**src/rtl/prog_loader_pkg.sv**
```systemverilog
// Shared constants and state type for the program-memory loader.
package prog_loader_pkg;

    localparam int         PC_WIDTH          = 8;
    localparam int         INSTRUCTION_WIDTH = 16;
    localparam logic [7:0] SYNC_BYTE         = 8'hA5;
    localparam int         BPW               = INSTRUCTION_WIDTH / 8;
    // One extra bit so a full-depth frame (N == 2**PC_WIDTH) can be counted.
    localparam int         IDX_WIDTH         = PC_WIDTH + 1;

    typedef enum logic [2:0] {
        ST_IDLE,
        ST_LEN_HI,
        ST_LEN_LO,
        ST_DATA,
        ST_CHECK,
        ST_DONE,
        ST_ERROR
    } loader_state_t;

endpackage

```
**src/rtl/prog_loader_word_packer.sv**
```systemverilog
// Packs a byte stream MSB-first into BPW-byte words; word_done marks the byte
// that completes a word, with word_out already holding the finished word.
module word_packer #(
    parameter int BPW = 2
) (
    input  logic             clk,
    input  logic             rst,
    input  logic             clr,
    input  logic             byte_valid,
    input  logic [7:0]       byte_in,
    output logic [BPW*8-1:0] word_out,
    output logic             word_done
);

    localparam int W  = BPW * 8;
    localparam int CW = (BPW > 1) ? $clog2(BPW) : 1;
    localparam logic [CW-1:0] LAST = CW'(BPW - 1);

    logic [W-1:0]  shift_q, shift_d;
    logic [CW-1:0] cnt_q, cnt_d;

    assign word_out  = (shift_q << 8) | W'(byte_in);
    assign word_done = byte_valid && (cnt_q == LAST);

    always_comb begin
        shift_d = shift_q;
        cnt_d   = cnt_q;
        if (clr) begin
            shift_d = '0;
            cnt_d   = '0;
        end else if (byte_valid) begin
            shift_d = word_out;
            cnt_d   = (cnt_q == LAST) ? '0 : cnt_q + CW'(1);
        end
    end

    always_ff @(posedge clk) begin
        if (rst) begin
            shift_q <= '0;
            cnt_q   <= '0;
        end else begin
            shift_q <= shift_d;
            cnt_q   <= cnt_d;
        end
    end

endmodule

```
**src/rtl/prog_loader.sv**
```systemverilog
// Framed byte-stream loader into instruction memory; holds the core in reset
// until a frame arrives with a matching XOR checksum.
//   state     | meaning
//   ST_IDLE   | hunting for SYNC_BYTE, other bytes dropped
//   ST_LEN_HI | expecting word-count high byte
//   ST_LEN_LO | expecting word-count low byte, range check
//   ST_DATA   | packing payload bytes, one write per word
//   ST_CHECK  | expecting checksum byte
//   ST_DONE   | load good, core released, waits for load_req
//   ST_ERROR  | load rejected, core held, waits for load_req
module prog_loader
    import prog_loader_pkg::*;
(
    input  logic                         clk,
    input  logic                         rst,
    input  logic [7:0]                   in_data,
    input  logic                         in_valid,
    output logic                         in_ready,
    input  logic                         load_req,
    output logic                         mem_we,
    output logic [PC_WIDTH-1:0]          mem_addr,
    output logic [INSTRUCTION_WIDTH-1:0] mem_wdata,
    output logic                         core_rst,
    output logic                         done,
    output logic                         error
);

    localparam logic [16:0] MAX_WORDS = 17'(2 ** PC_WIDTH);

    loader_state_t                  state_q, state_d;
    logic [15:0]                    len_q, len_d;
    logic [7:0]                     chk_q, chk_d;
    logic [IDX_WIDTH-1:0]           widx_q, widx_d;
    logic                           mem_we_q, mem_we_d;
    logic [PC_WIDTH-1:0]            mem_addr_q, mem_addr_d;
    logic [INSTRUCTION_WIDTH-1:0]   mem_wdata_q, mem_wdata_d;
    logic                           core_rst_q, core_rst_d;
    logic                           done_q, done_d;
    logic                           error_q, error_d;

    logic                           accept;
    logic                           pk_clr, pk_valid, pk_done;
    logic [INSTRUCTION_WIDTH-1:0]   pk_word;
    logic [15:0]                    len_in;

    assign in_ready = !rst && (state_q != ST_DONE) && (state_q != ST_ERROR);
    assign accept   = in_valid && in_ready;
    assign pk_clr   = accept && (state_q == ST_IDLE) && (in_data == SYNC_BYTE);
    assign pk_valid = accept && (state_q == ST_DATA);
    assign len_in   = {len_q[15:8], in_data};

    word_packer #(.BPW(BPW)) u_packer (
        .clk       (clk),
        .rst       (rst),
        .clr       (pk_clr),
        .byte_valid(pk_valid),
        .byte_in   (in_data),
        .word_out  (pk_word),
        .word_done (pk_done)
    );

    always_comb begin
        state_d     = state_q;
        len_d       = len_q;
        chk_d       = chk_q;
        widx_d      = widx_q;
        mem_we_d    = 1'b0;
        mem_addr_d  = mem_addr_q;
        mem_wdata_d = mem_wdata_q;
        core_rst_d  = core_rst_q;
        done_d      = done_q;
        error_d     = error_q;
        case (state_q)
            ST_IDLE: begin
                if (pk_clr) begin
                    state_d = ST_LEN_HI;
                    chk_d   = '0;
                    widx_d  = '0;
                end
            end
            ST_LEN_HI: begin
                if (accept) begin
                    len_d[15:8] = in_data;
                    chk_d       = chk_q ^ in_data;
                    state_d     = ST_LEN_LO;
                end
            end
            ST_LEN_LO: begin
                if (accept) begin
                    len_d = len_in;
                    chk_d = chk_q ^ in_data;
                    if ({1'b0, len_in} > MAX_WORDS) begin
                        state_d = ST_ERROR;
                        error_d = 1'b1;
                    end else if (len_in == 16'd0) begin
                        state_d = ST_CHECK;
                    end else begin
                        state_d = ST_DATA;
                    end
                end
            end
            ST_DATA: begin
                if (accept) begin
                    chk_d = chk_q ^ in_data;
                    if (pk_done) begin
                        mem_we_d    = 1'b1;
                        mem_addr_d  = widx_q[PC_WIDTH-1:0];
                        mem_wdata_d = pk_word;
                        widx_d      = widx_q + IDX_WIDTH'(1);
                        if (16'(widx_q) + 16'd1 == len_q) begin
                            state_d = ST_CHECK;
                        end
                    end
                end
            end
            ST_CHECK: begin
                if (accept) begin
                    if (in_data == chk_q) begin
                        state_d    = ST_DONE;
                        done_d     = 1'b1;
                        core_rst_d = 1'b0;
                    end else begin
                        state_d = ST_ERROR;
                        error_d = 1'b1;
                    end
                end
            end
            ST_DONE, ST_ERROR: begin
                if (load_req) begin
                    state_d    = ST_IDLE;
                    core_rst_d = 1'b1;
                    done_d     = 1'b0;
                    error_d    = 1'b0;
                end
            end
            default: state_d = ST_IDLE;
        endcase
    end

    always_ff @(posedge clk) begin
        if (rst) begin
            state_q     <= ST_IDLE;
            len_q       <= '0;
            chk_q       <= '0;
            widx_q      <= '0;
            mem_we_q    <= 1'b0;
            mem_addr_q  <= '0;
            mem_wdata_q <= '0;
            core_rst_q  <= 1'b1;
            done_q      <= 1'b0;
            error_q     <= 1'b0;
        end else begin
            state_q     <= state_d;
            len_q       <= len_d;
            chk_q       <= chk_d;
            widx_q      <= widx_d;
            mem_we_q    <= mem_we_d;
            mem_addr_q  <= mem_addr_d;
            mem_wdata_q <= mem_wdata_d;
            core_rst_q  <= core_rst_d;
            done_q      <= done_d;
            error_q     <= error_d;
        end
    end

    assign mem_we    = mem_we_q;
    assign mem_addr  = mem_addr_q;
    assign mem_wdata = mem_wdata_q;
    assign core_rst  = core_rst_q;
    assign done      = done_q;
    assign error     = error_q;

endmodule
```
**config.mk**
```make
export PLATFORM = sky130hd
export DESIGN_NAME = prog_loader
export DESIGN_NICKNAME = d
export VERILOG_FILES = /design/src/rtl/prog_loader_pkg.sv /design/src/rtl/prog_loader_word_packer.sv /design/src/rtl/prog_loader.sv
export SDC_FILE = /design/constraint.sdc
export NUM_CORES = 1
export LEC_CHECK = 0
export ABC_CLOCK_PERIOD_IN_PS = 2500
export BUFFER_PORTS_ARGS = -buffer_cell sky130_fd_sc_hd__buf_2
export CORE_ASPECT_RATIO = 0.9
export CORE_UTILIZATION = 58
export CTS_CLUSTER_SIZE = 10
export DETAILED_ROUTE_END_ITERATION = 10
export PLACE_DENSITY = 0.84
export SYNTH_ARGS = -nofsm -noshare
export SYNTH_HDL_FRONTEND = slang
export SYNTH_SLANG_ARGS = --single-unit
```
**constraint.sdc**
```tcl
create_clock -name clk -period 2.5 [get_ports clk]
set_input_delay 0.375 -clock clk [delete_from_list [all_inputs] [get_ports clk]]
set_output_delay 0.375 -clock clk [all_outputs]
set_load 0.02 [all_outputs]
```
==> metrics.md <==
| Metric | Value |
|---|---|
| Final setup fails | `0` |
| R2r endpoint | `state_q[1]$_SDFFE_PP0P_` |
| First-pass DRT Iterations | `8` |
| CP max stage delay | `0.49 ns` |
| Max cap viols | `0` |
| Setup CP Type | `reg2reg` |
| CP max-delay cell | `dfxtp_1` |
| CTS Sinks | `73` |
| Psw | `about 0.50 mW` |
| Sw Share | `22.3%` |
| R2R Setup Slk | `0.25 ns` |
| Total GRT Usage | `between 20% and 30%` |
| Cells along the critical path | `ha_1 > nand3_2 > or3_1 > a21oi_1 > o2111ai_1 > o21ai_1 > a211oi_1` |
| Top cell type's share of synthesized area | `41.5%` |
| RSZ-0062 raised after global routing | `no` |
| CP Max Fanout | `10` |
| Multi-input gate area | `about 1900 um^2` |
| Seq pwr share | `between 50% and 60%` |
| CP Data Required Time | `~2.7 ns` |
| Hold Crit Depth | `3` |
| Number of port buffers | `40` |
| Antenna violations before repair | `0` |
| Clk pwr share | `45.2%` |
| Detailed Route Iter0 Violations | `approximately 220` |
| Int Pwr | `~1.7 mW` |
| Hold_sp | `in_data[1]` |
| Worst path top cell family by delay | `compound AO/OA/AOI/OAI gates` |
| Syn nets | `445` |
| Vias per std cell | `about 5.9` |
| Flops & latches, synth | `73` |
| Area leader, netlist | `dfxtp_1` |
| Layout cell share with drive strength beyond 1 | `between 10% and 20%` |
| Final TNS setup | `0 ns` |
| Leak | `between 1.5 and 2 nW` |
| Core ar. | `about 5800 um^2` |
| # Post-CTS Setup Buffers | `0` |
| Worst slack, placed | `~0.30 ns` |
| Comb pwr share | `3.2%` |
| Syn Area/Cell | `between 8 and 9 um^2` |
| FF-to-FF Start | `widx_q[0]$_SDFFE_PP0P_` |
| Mapped Cells | `432` |
| Final HPWL DP | `5.23 mm` |
| Worst-Skew Late Latency | `approximately 0.35 ns` |
| Routability congestion estimate | `between 0.9 and 1` |
| Failing checks | `design-rule violations` |
| Number of flops mapped to enable cells by yosys | `0` |
| Ys async rst share | `0%` |
| Area Growth Syn to Fin | `11.2%` |
| Post-synthesis sequential area ratio | `about two fifths` |
| CTS tree | `done` |
| Filler cell count | `460` |
| Clk slew on worst S/H paths | `~0.08 ns` |
| First-pass GRT wire length | `12.9 mm` |
| Die area | `about 6400 um^2` |
| N_diodes | `0` |
| Startpoint Class | `flip-flop` |
| Bufs on Longest Clock Path | `2` |
| Drt drc | `4` |
| Synth cell types | `60` |
| Warnings, synthesis | `0` |
| Status | `complete, but fails checks` |
| Final Cycle Share | `about nine tenths` |
| Crit. End Element | `flip-flop` |
| Gr ovfl total | `0` |
| Worst slew pin tran | `between 0.8 and 0.9 ns` |
| # rows | `26` |
| Antenna-violating nets left | `0` |
| Reg2Reg Depth | `7` |
| Post-synth top cells | `dfxtp_1 (73), nand2_1 (65), nor2_1 (49)` |
| Routed wire length | `a little under 8 mm` |
| CTS root buf | `clkbuf_8` |
| Worst Hold Endpoint | `mem_wdata[1]$_SDFFE_PP0P_` |
| Most frequent cell after synthesis | `dfxtp_1` |
| Hold Path Class | `in2reg` |
| Die Y | `75.9 um` |
| NumNets Final | `468` |
| Chip Width | `84.1 um` |
| CTS buffer count | `9` |
| Num ports | `just over 40` |
| WP buf/inv | `0` |
| Worst Skew | `between 0.009 and 0.01 ns` |
| Starting Density | `~61%` |
| Via Count | `a little over 3000` |
| Number of global-route vias before repair | `roughly 2700` |
| Top_reg_cell synth | `dfxtp_1` |
| Hold-fix buffers at CTS | `0` |
| Synth top area cells | `dfxtp_1 (42%), nand2_1 (6.9%), a21oi_1 (6.7%)` |
| Fmax | `445 MHz` |
| Worst vdd ir | `418 uV` |
| Largest net degree at the start of global routing | `64` |
| Post-DR wirelength/cell | `14.7 um` |
| Mapped cell area | `3520 um^2` |
| Final hold violations | `0` |
| CTS resizes | `0` |
| H-tree depth | `3` |
| PwrDens | `between 500 and 600 nW/um^2` |
| Worst Setup Slack, final | `roughly 0.25 ns` |
| Arrival time worst endpoint | `between 2 and 2.5 ns` |
| Final Critical Period | `2.25 ns` |
| FF+latch area | `between 1000 and 1500 um^2` |
| Slew Viols, Final | `0` |
| Max_slew headroom | `~46%` |
==> cell type report <==
type	count	area share, %
Timing Repair Buffer	47	6.46
Sequential cell	73	37.4
Clock inverter	6	2.33
Clock buffer	10	3.26
Multi-Input combinational cell	319	47.9
Tap cell	70	2.24
Inverter	5	0.480
==> power groups by stage <==
stage | Sequential [mW] | Clock [mW] | Combinational [mW]
floorplan | 1.19 | 0 | 0.0492
global placement | 1.19 | 0 | 0.0704
detailed placement | 1.19 | 0 | 0.0714
CTS | 1.16 | 1.03 | 0.0720
global route | 1.16 | 1.07 | 0.0789
finish | 1.16 | 1.02 | 0.0727
==> cell families (layout without fill, tap and decap cells) <==
logic type / Yosys count / after routing / share of synthesized area (%)
compound gates: 100 / 100 / 17.0
xor+xnor: 15 / 15 / 3.73
fa+ha+maj: 1 / 1 / 0.356
buf+inv: 40 / 68 / 5.23
flops: 73 / 73 / 41.5
mux: 22 / 22 / 6.26
simple gates: 181 / 181 / 25.9
==> sequential cells by signal, summed over array words and instances, names as in the netlist <==
| signal | flops |
|---|---|
| len_q | 16 |
| widx_q | 9 |
| mem_we | 1 |
| error | 1 |
| state_q | 3 |
| core_rst | 1 |
| u_packer.shift_q | 8 |
| done | 1 |
| mem_wdata | 16 |
| u_packer.cnt_q | 1 |
| chk_q | 8 |
| mem_addr | 8 |
==> per-layer routing <==
metal / share of wire (%) / global-route usage, % / vias up
met3: 5.9 / 6.61 / 14
met4: 1.4 / 9.96 / 0
met5: 0 / 0 / -
met2: 47 / 43.8 / 107
met1: 46 / 32.4 / 1450
li1: - / - / 1538
==> stage by stage <==
stage	std cells	total power [mW]	util, %	hold WS, ns	instance area [um^2]
4_1_cts	530	2.27	67.9	0.300	3910
6_report	530	2.25	67.9	0.320	3910
2_1_floorplan	432	1.24	-	0.431	3520
3_5_place_dp	514	1.26	64.1	0.441	3690
5_1_grt	530	2.31	67.9	0.317	3910
3_3_place_gp	514	1.26	64.1	0.435	3690
==> how the worst max path moves through the flow <==
stage | start | to | slack [ns] | cells after the start
2_1_floorplan | in_data[3] | chk_q[2]$_SDFFE_PP0P_ | 0.64 | 8
3_3_place_gp | widx_q[0]$_SDFFE_PP0P_ | state_q[1]$_SDFFE_PP0P_ | 0.41 | 7
3_5_place_dp | widx_q[0]$_SDFFE_PP0P_ | state_q[1]$_SDFFE_PP0P_ | 0.30 | 7
4_1_cts | widx_q[0]$_SDFFE_PP0P_ | state_q[1]$_SDFFE_PP0P_ | 0.28 | 7
5_1_grt | widx_q[0]$_SDFFE_PP0P_ | state_q[1]$_SDFFE_PP0P_ | 0.04 | 7
6_report | widx_q[0]$_SDFFE_PP0P_ | state_q[1]$_SDFFE_PP0P_ | 0.25 | 7
==> cells in the final DEF, fill, tap and decap left out, types with 2 or more instances in the layout <==
cell	count
dfxtp_1	73
and4_1	3
clkbuf_8	9
nand3_1	3
bufinv_16	2
nor2_1	49
a21oi_1	47
nand4b_1	3
o21ai_1	2
a22oi_1	6
buf_2	40
nand4_1	3
or3_1	2
o21a_1	2
nand2_1	65
a21o_1	2
inv_1	4
and2_1	3
or2_2	3
buf_4	7
nor3b_1	2
nor4_1	2
a211oi_1	2
o21ai_0	20
xor2_1	8
clkinv_4	2
o2111ai_1	3
nand3b_1	9
nor2b_1	9
mux2i_1	22
o211ai_1	2
xnor2_1	7
nor3_1	9
nand2b_1	4
a2111oi_0	2
==> worst reg2reg max path: stages (launching register included) <==
cell,delay [ns]
dfxtp_1,0.49
ha_1,0.36
nand3_2,0.18
or3_1,0.41
a21oi_1,0.15
o2111ai_1,0.18
o21ai_1,0.23
a211oi_1,0.10
No activity file was read; power rests on OpenSTA's default activity.
